--- config.mk ---
export PLATFORM = sky130hd
export DESIGN_NAME = demux_rr_dispatcher
export DESIGN_NICKNAME = d
export VERILOG_FILES = /design/src/rtl/demux_pkg.sv /design/src/rtl/rr_next_lane.sv /design/src/rtl/demux_rr_dispatcher.sv
export SDC_FILE = /design/constraint.sdc
export NUM_CORES = 1
export LEC_CHECK = 0
export ABC_AREA = 0
export BUFFER_PORTS_ARGS = -buffer_cell sky130_fd_sc_hd__buf_2
export CAP_MARGIN = 40
export CELL_PAD_IN_SITES_DETAIL_PLACEMENT = 2
export CELL_PAD_IN_SITES_GLOBAL_PLACEMENT = 2
export CORE_MARGIN = 1
export CORE_UTILIZATION = 30
export CTS_BUF_LIST = sky130_fd_sc_hd__clkbuf_4 sky130_fd_sc_hd__clkbuf_8 sky130_fd_sc_hd__clkbuf_16
export DETAILED_ROUTE_END_ITERATION = 8
export PLACE_DENSITY_LB_ADDON = 0.1
export SETUP_SLACK_MARGIN = 0.02
export SKIP_LAST_GASP = 1
export SLEW_MARGIN = 20
export SYNTH_ARGS = -nofsm -noshare
export SYNTH_HDL_FRONTEND = slang
export SYNTH_SLANG_ARGS = --single-unit
--- constraint.sdc ---
create_clock -name clk -period 5 [get_ports clk]
set_input_delay 0.75 -clock clk [delete_from_list [all_inputs] [get_ports clk]]
set_output_delay 0.75 -clock clk [all_outputs]
set_load 0.05 [all_outputs]
--- src/rtl/demux_pkg.sv ---
// Shared types and sizing for the round-robin / directed 1-to-8 beat dispatcher.
package demux_pkg;
    localparam int NUM_LANES = 8;
    localparam int LANE_W    = 3;

    typedef enum logic {IDLE = 1'b0, HOLD = 1'b1} state_e;
    typedef enum logic {RR = 1'b0, DIR = 1'b1} mode_e;
endpackage

--- src/rtl/rr_next_lane.sv ---
// Finds the first enabled lane at or above start_ptr_i, wrapping modulo NUM_LANES.
module rr_next_lane
    import demux_pkg::*;
(
    input  logic [LANE_W-1:0]    start_ptr_i,
    input  logic [NUM_LANES-1:0] lane_en_i,
    output logic [LANE_W-1:0]    lane_o,
    output logic                 found_o
);
    logic [LANE_W-1:0] idx;

    // Walk offsets from farthest to nearest so the nearest enabled lane wins.
    always_comb begin
        lane_o  = start_ptr_i;
        found_o = 1'b0;
        idx     = '0;
        for (int i = NUM_LANES - 1; i >= 0; i--) begin
            idx = start_ptr_i + LANE_W'(i);
            if (lane_en_i[idx]) begin
                lane_o  = idx;
                found_o = 1'b1;
            end
        end
    end
endmodule

--- src/rtl/demux_rr_dispatcher.sv ---
// Registered 1-to-8 demux: holds one beat and steers it by round-robin bursts or by in_dest.
module demux_rr_dispatcher
    import demux_pkg::*;
#(
    parameter int DATA_W    = 8,
    parameter int BURST_LEN = 4
) (
    input  logic                 clk,
    input  logic                 rst_n,
    input  logic                 in_valid,
    input  logic [DATA_W-1:0]    in_data,
    input  logic [LANE_W-1:0]    in_dest,
    output logic                 in_ready,
    input  logic                 mode,
    input  logic [NUM_LANES-1:0] lane_en,
    output logic [NUM_LANES-1:0] out_valid,
    output logic [DATA_W-1:0]    out_data,
    input  logic [NUM_LANES-1:0] out_ready,
    output logic [LANE_W-1:0]    sel,
    output logic                 busy
);
    localparam int CNT_W = 9;

    state_e                state_q;
    logic [NUM_LANES-1:0]  out_valid_q;
    logic [DATA_W-1:0]     out_data_q;
    logic [LANE_W-1:0]     sel_q;
    logic [LANE_W-1:0]     rr_ptr_q;
    logic [CNT_W-1:0]      burst_cnt_q;

    logic [LANE_W-1:0]     tgt_lane, nxt_lane, nxt_start, sel_d;
    logic                  tgt_found, nxt_found;
    logic [CNT_W-1:0]      cnt_eff, count;
    logic                  burst_done, directed, lane_available, fire, accept;

    rr_next_lane u_tgt (
        .start_ptr_i (rr_ptr_q),
        .lane_en_i   (lane_en),
        .lane_o      (tgt_lane),
        .found_o     (tgt_found)
    );

    assign nxt_start = tgt_lane + LANE_W'(1);

    rr_next_lane u_nxt (
        .start_ptr_i (nxt_start),
        .lane_en_i   (lane_en),
        .lane_o      (nxt_lane),
        .found_o     (nxt_found)
    );

    assign directed       = (mode_e'(mode) == DIR);
    assign lane_available = directed | tgt_found;
    assign fire           = (state_q == HOLD) & out_ready[sel_q];
    // in_ready never looks at in_valid, so the producer sees no combinational loop.
    assign in_ready       = ((state_q == IDLE) | fire) & lane_available;
    assign accept         = in_valid & in_ready;

    // A pointer that landed on a lane since disabled starts a fresh burst.
    assign cnt_eff    = lane_en[rr_ptr_q] ? burst_cnt_q : '0;
    assign count      = cnt_eff + CNT_W'(1);
    assign burst_done = (count == CNT_W'(BURST_LEN));
    assign sel_d      = directed ? in_dest : tgt_lane;

    always_ff @(posedge clk or negedge rst_n) begin
        if (!rst_n) begin
            state_q     <= IDLE;
            out_valid_q <= '0;
            out_data_q  <= '0;
            sel_q       <= '0;
            rr_ptr_q    <= '0;
            burst_cnt_q <= '0;
        end else if (accept) begin
            state_q     <= HOLD;
            out_data_q  <= in_data;
            sel_q       <= sel_d;
            out_valid_q <= NUM_LANES'(1) << sel_d;
            if (!directed) begin
                if (burst_done) begin
                    burst_cnt_q <= '0;
                    rr_ptr_q    <= nxt_found ? nxt_lane : tgt_lane;
                end else begin
                    burst_cnt_q <= count;
                    rr_ptr_q    <= tgt_lane;
                end
            end
        end else if (fire) begin
            state_q     <= IDLE;
            out_valid_q <= '0;
        end
    end

    assign out_valid = out_valid_q;
    assign out_data  = out_data_q;
    assign sel       = sel_q;
    assign busy      = (state_q == HOLD);
endmodule
==> out/qor.log <==
qor: synthesis.synth_simple_gate_area_share 20.24%
qor: clock_tree.hold_bufs_at_cts 0
qor: synthesis.largest_family_of_logic_cells_by_synthesized_area multiplexers
qor: synthesis.arithmetic_cell_share_of_the_synthesized_area_counting_full_adders_half_adders_and_majority_gates 1.478%
qor: clock_tree.cts-buffers-inserted 5
qor: synthesis.synth-seq-cells 32
qor: sta.post-route-period-util 92.80%
qor: routing.1st_iter_drt_viols 133
qor: sta.worst_slack_setup_final 360.0 ps
qor: routing.detailroute.via_count 3,334
qor: clock_tree.cts_buffer_depth 2
qor: die.die_height 108.3 um
qor: final_layout.mostFrequentLayoutCell sky130_fd_sc_hd__nand2_1
qor: routing.route.top_layer_used met4
qor: clock_tree.post_cts.resized_instances 0
qor: critical_path.worst_ep_required_time 5160 ps
qor: synthesis.seq_area_frac_synth 23.64%
qor: clock_tree.sink_count 32
qor: routing.drt_pre_antenna_iters 4
qor: sta.worst_slew_pin_slew 857.3 ps
qor: routing.drc 0
qor: sta.relSlewSlack 42.24%
qor: clock_tree.clkLatencyLatePin 280 ps
qor: die.pin_count 52
qor: critical_path.critPathKind flop to flop
qor: grt.grt_start_max_net_pins 33
qor: critical_path.critical_path.slowest_cell sky130_fd_sc_hd__mux4_2
qor: clock_tree.cts.htree.levels 2
qor: clock_tree.clockRootBuffer sky130_fd_sc_hd__clkbuf_16
qor: grt.globalRouteOverflowTotal 0
qor: job.maxCapViolations 0
qor: routing.vias_per_cell 5.670
qor: sta.finalSetupViolCount 0
qor: critical_path.worst_setup_path_endpoint rr_ptr_q[0]
qor: sta.post-route-min-period 4640 ps
qor: final_layout.area_used_by_multi_input_combinational_logic 2432 um^2
qor: sta.max_freq 215.5 MHz
qor: critical_path.ff2ff_path_depth 19
qor: sta.slew_violations 0
qor: synthesis.yosysTopAreaCell sky130_fd_sc_hd__dfrtp_1
qor: final_layout.ff_latch_area 800.8 um^2
qor: synthesis.synth.top_cells.by_area sky130_fd_sc_hd__dfrtp_1 24%, sky130_fd_sc_hd__mux2i_1 8.9%, sky130_fd_sc_hd__mux4_2 8.0%
qor: critical_path.crit_fanout 19
qor: critical_path.critical-path-top-delay-family compound AO/OA/AOI/OAI gates
qor: synthesis.synth_largest_type_area_fraction 23.64%
qor: synthesis.mean_area_per_synthesized_cell 8.553 um^2
qor: synthesis.yosys.cell_types.count 68
qor: die.die_area 11,720 um^2
qor: critical_path.critPathLaunch rr_ptr_q[0]
qor: final_layout.nNetsFinal 483
qor: final_layout.number_of_filler_cells_placed_in_the_layout 1,255
qor: critical_path.cp_slowest_stage_delay 550 ps
qor: final_layout.antenna_cells 0
qor: grt.via_count_of_the_first_global_routing_pass 3,690
qor: synthesis.syn-cell-area 3387 um^2
qor: synthesis.post_synth_inst_count 396
qor: sta.finalClockSkew 3.455 ps
qor: placed_design.hpwlAfterDp 9.011 mm
qor: die.core_area 10,940 um^2
qor: synthesis.dominantRegCellSynth sky130_fd_sc_hd__dfrtp_1
qor: final_layout.final_util 36.72%
qor: die.die_w 108.3 um
qor: critical_path.cp_data_arrival_time 4800 ps
qor: sta.tns 0 ps
qor: grt.grt_pass1_wl 19.29 mm
qor: critical_path.cp-end-kind flop
qor: sta.hold_viol_final 0
qor: placed_design.dpl_worst_slack 149.3 ps
qor: routing.route.detailed.wl_per_inst 19.61 um
qor: sta.grt_setup_unrepaired no
qor: hold_path.holdCritStartpoint out_valid[7]
qor: synthesis.synth_edf_count 0
qor: critical_path.worst_path_buf_inv 4
qor: routing.wl 11.53 mm
qor: final_layout.drive_above_1_share 29.02%
qor: synthesis.syn-num-nets 431
qor: placed_design.place.gp.congestion 0.7795
qor: routing.dr_wl_met3 360 um
qor: critical_path.crit_path_cell_trace buf_4, buf_4, mux4_2, and2_1, nor3_1, nand2_1, mux2i_1, a211oi_4, inv_2, ha_2, buf_4, xor2_2, nand2_1, a32oi_2, a41oi_1, o211ai_1, a32oi_1, xnor2_1, o21ai_1
qor: clock_tree.tritoncts_clock_tree built
qor: synthesis.yosys.area_share.xor_xnor 1.736%
qor: critical_path.crit-reg2reg-launch rr_ptr_q[0]
qor: synthesis.yosys_warnings 0
qor: routing.dr_wl_met2 5.553 mm
qor: hold_path.hp-class flop to flop
qor: critical_path.r2r_setup_slack 360 ps
qor: critical_path.startpoint_type flop
qor: grt.grt_antenna_before_repair 0
qor: grt.track_usage 20.93%
qor: die.core.rowCount 38
qor: critical_path.worst_path_most_repeated_cell sky130_fd_sc_hd__buf_4
qor: routing.antenna_violating_nets_post_route 0
qor: critical_path.timing.critical_path.depth 19
qor: status.run_status finished, final reports clean
qor: routing.m1WireLength 5.516 mm
qor: synthesis.synth.area.mux_share 25.71%
qor: clock_tree.cts_post_setup_buffers_inserted 0
qor: placed_design.place.port_buffers 51
qor: synthesis.synth_compound_area_share 22.02%
qor: synthesis.synth-async-reset-ratio 100.0%
qor: final_layout.flow.area_growth_from_synthesis 18.54%
qor: critical_path.rr_endpoint rr_ptr_q[0]
qor: final_layout.layout_common_cells 54 x sky130_fd_sc_hd__nand2_1, 51 x sky130_fd_sc_hd__buf_2, 34 x sky130_fd_sc_hd__nor2_1
qor: die.floorplan.initialDensity 30.97%
qor: clock_tree.cts.clk_slew.worst_paths 50 ps
-- state kept, by name, summed over array words and instances (netlist names) --
signal	count
burst_cnt_q	9
busy	1
out_data	8
out_valid	8
rr_ptr_q	3
sel	3
-- area by class of cell --
class | count | share of cell area (%)
inverter | 11 | 1.028
clock buffer | 7 | 3.802
timing repair buffer | 72 | 10.28
tap | 140 | 4.363
multi-input combinational | 326 | 60.58
sequential | 32 | 19.94
-- logic make-up (layout without fill, tap and decap cells) --
kind of cell | count (synthesis) | after routing
AO/OA/AOI/OAI | 104 | 104
XOR/XNOR | 5 | 5
adder cells (fa/ha/maj) | 4 | 4
buffers and inverters | 38 | 90
flip-flops | 32 | 32
multiplexers | 68 | 68
AND/OR/NAND/NOR | 145 | 145
-- per-stage QoR --
| step | cell area [um^2] | cells | hold slack (ps) |
|---|---|---|---|
| 2_1_floorplan | 3387 | 396 | 442.0 |
| 3_3_place_gp | 3841 | 581 | 472.2 |
| 3_5_place_dp | 3841 | 581 | 481.2 |
| 4_1_cts | 3994 | 588 | 495.2 |
| 5_1_grt | 4015 | 588 | 530.1 |
| 6_report | 4015 | 588 | 489.7 |
-- cell usage after synthesis (5+ instances only) --
| master | number |
|---|---|
| sky130_fd_sc_hd__a221oi_1 | 5 |
| sky130_fd_sc_hd__nand2_1 | 54 |
| sky130_fd_sc_hd__and3_1 | 5 |
| sky130_fd_sc_hd__nor2_1 | 34 |
| sky130_fd_sc_hd__o22ai_1 | 5 |
| sky130_fd_sc_hd__buf_2 | 5 |
| sky130_fd_sc_hd__inv_1 | 8 |
| sky130_fd_sc_hd__and2_1 | 6 |
| sky130_fd_sc_hd__nand4_1 | 6 |
| sky130_fd_sc_hd__mux4_2 | 12 |
| sky130_fd_sc_hd__nand2b_1 | 8 |
| sky130_fd_sc_hd__nor3_1 | 8 |
| sky130_fd_sc_hd__mux2i_1 | 30 |
| sky130_fd_sc_hd__mux2_2 | 19 |
| sky130_fd_sc_hd__dfrtp_1 | 32 |
| sky130_fd_sc_hd__o21ai_0 | 25 |
| sky130_fd_sc_hd__nand3_1 | 8 |
| sky130_fd_sc_hd__a21oi_1 | 17 |
| sky130_fd_sc_hd__clkbuf_1 | 18 |
-- worst min-delay path by stage --
stage,endpoint,slack (ps),cells past startpoint
3_3_place_gp,out_valid[4],470,2
4_1_cts,out_valid[4],500,2
6_report,out_valid[7],490,2
3_5_place_dp,out_valid[4],480,2
2_1_floorplan,burst_cnt_q[8],440,1
5_1_grt,out_data[4],530,1
-- layer usage --
| metal | vias up | global-route usage (%) |
|---|---|---|
| met4 | 0 | 3.282 |
| met5 | - | 0 |
| met3 | 9 | 3.255 |
| li1 | 1586 | - |
| met2 | 48 | 35.17 |
| met1 | 1691 | 28.73 |
-- tightest hold or removal path: cells and delay by family (launching register included) --
family / cells / cell delay, ps
AOI/OAI and AO/OA: 1 / 50
DFF: 1 / 350
and+or+nand+nor: 1 / 50
Power is not shown: default switching activity piles up to over one toggle a cycle in this logic, so the estimate is an artifact.
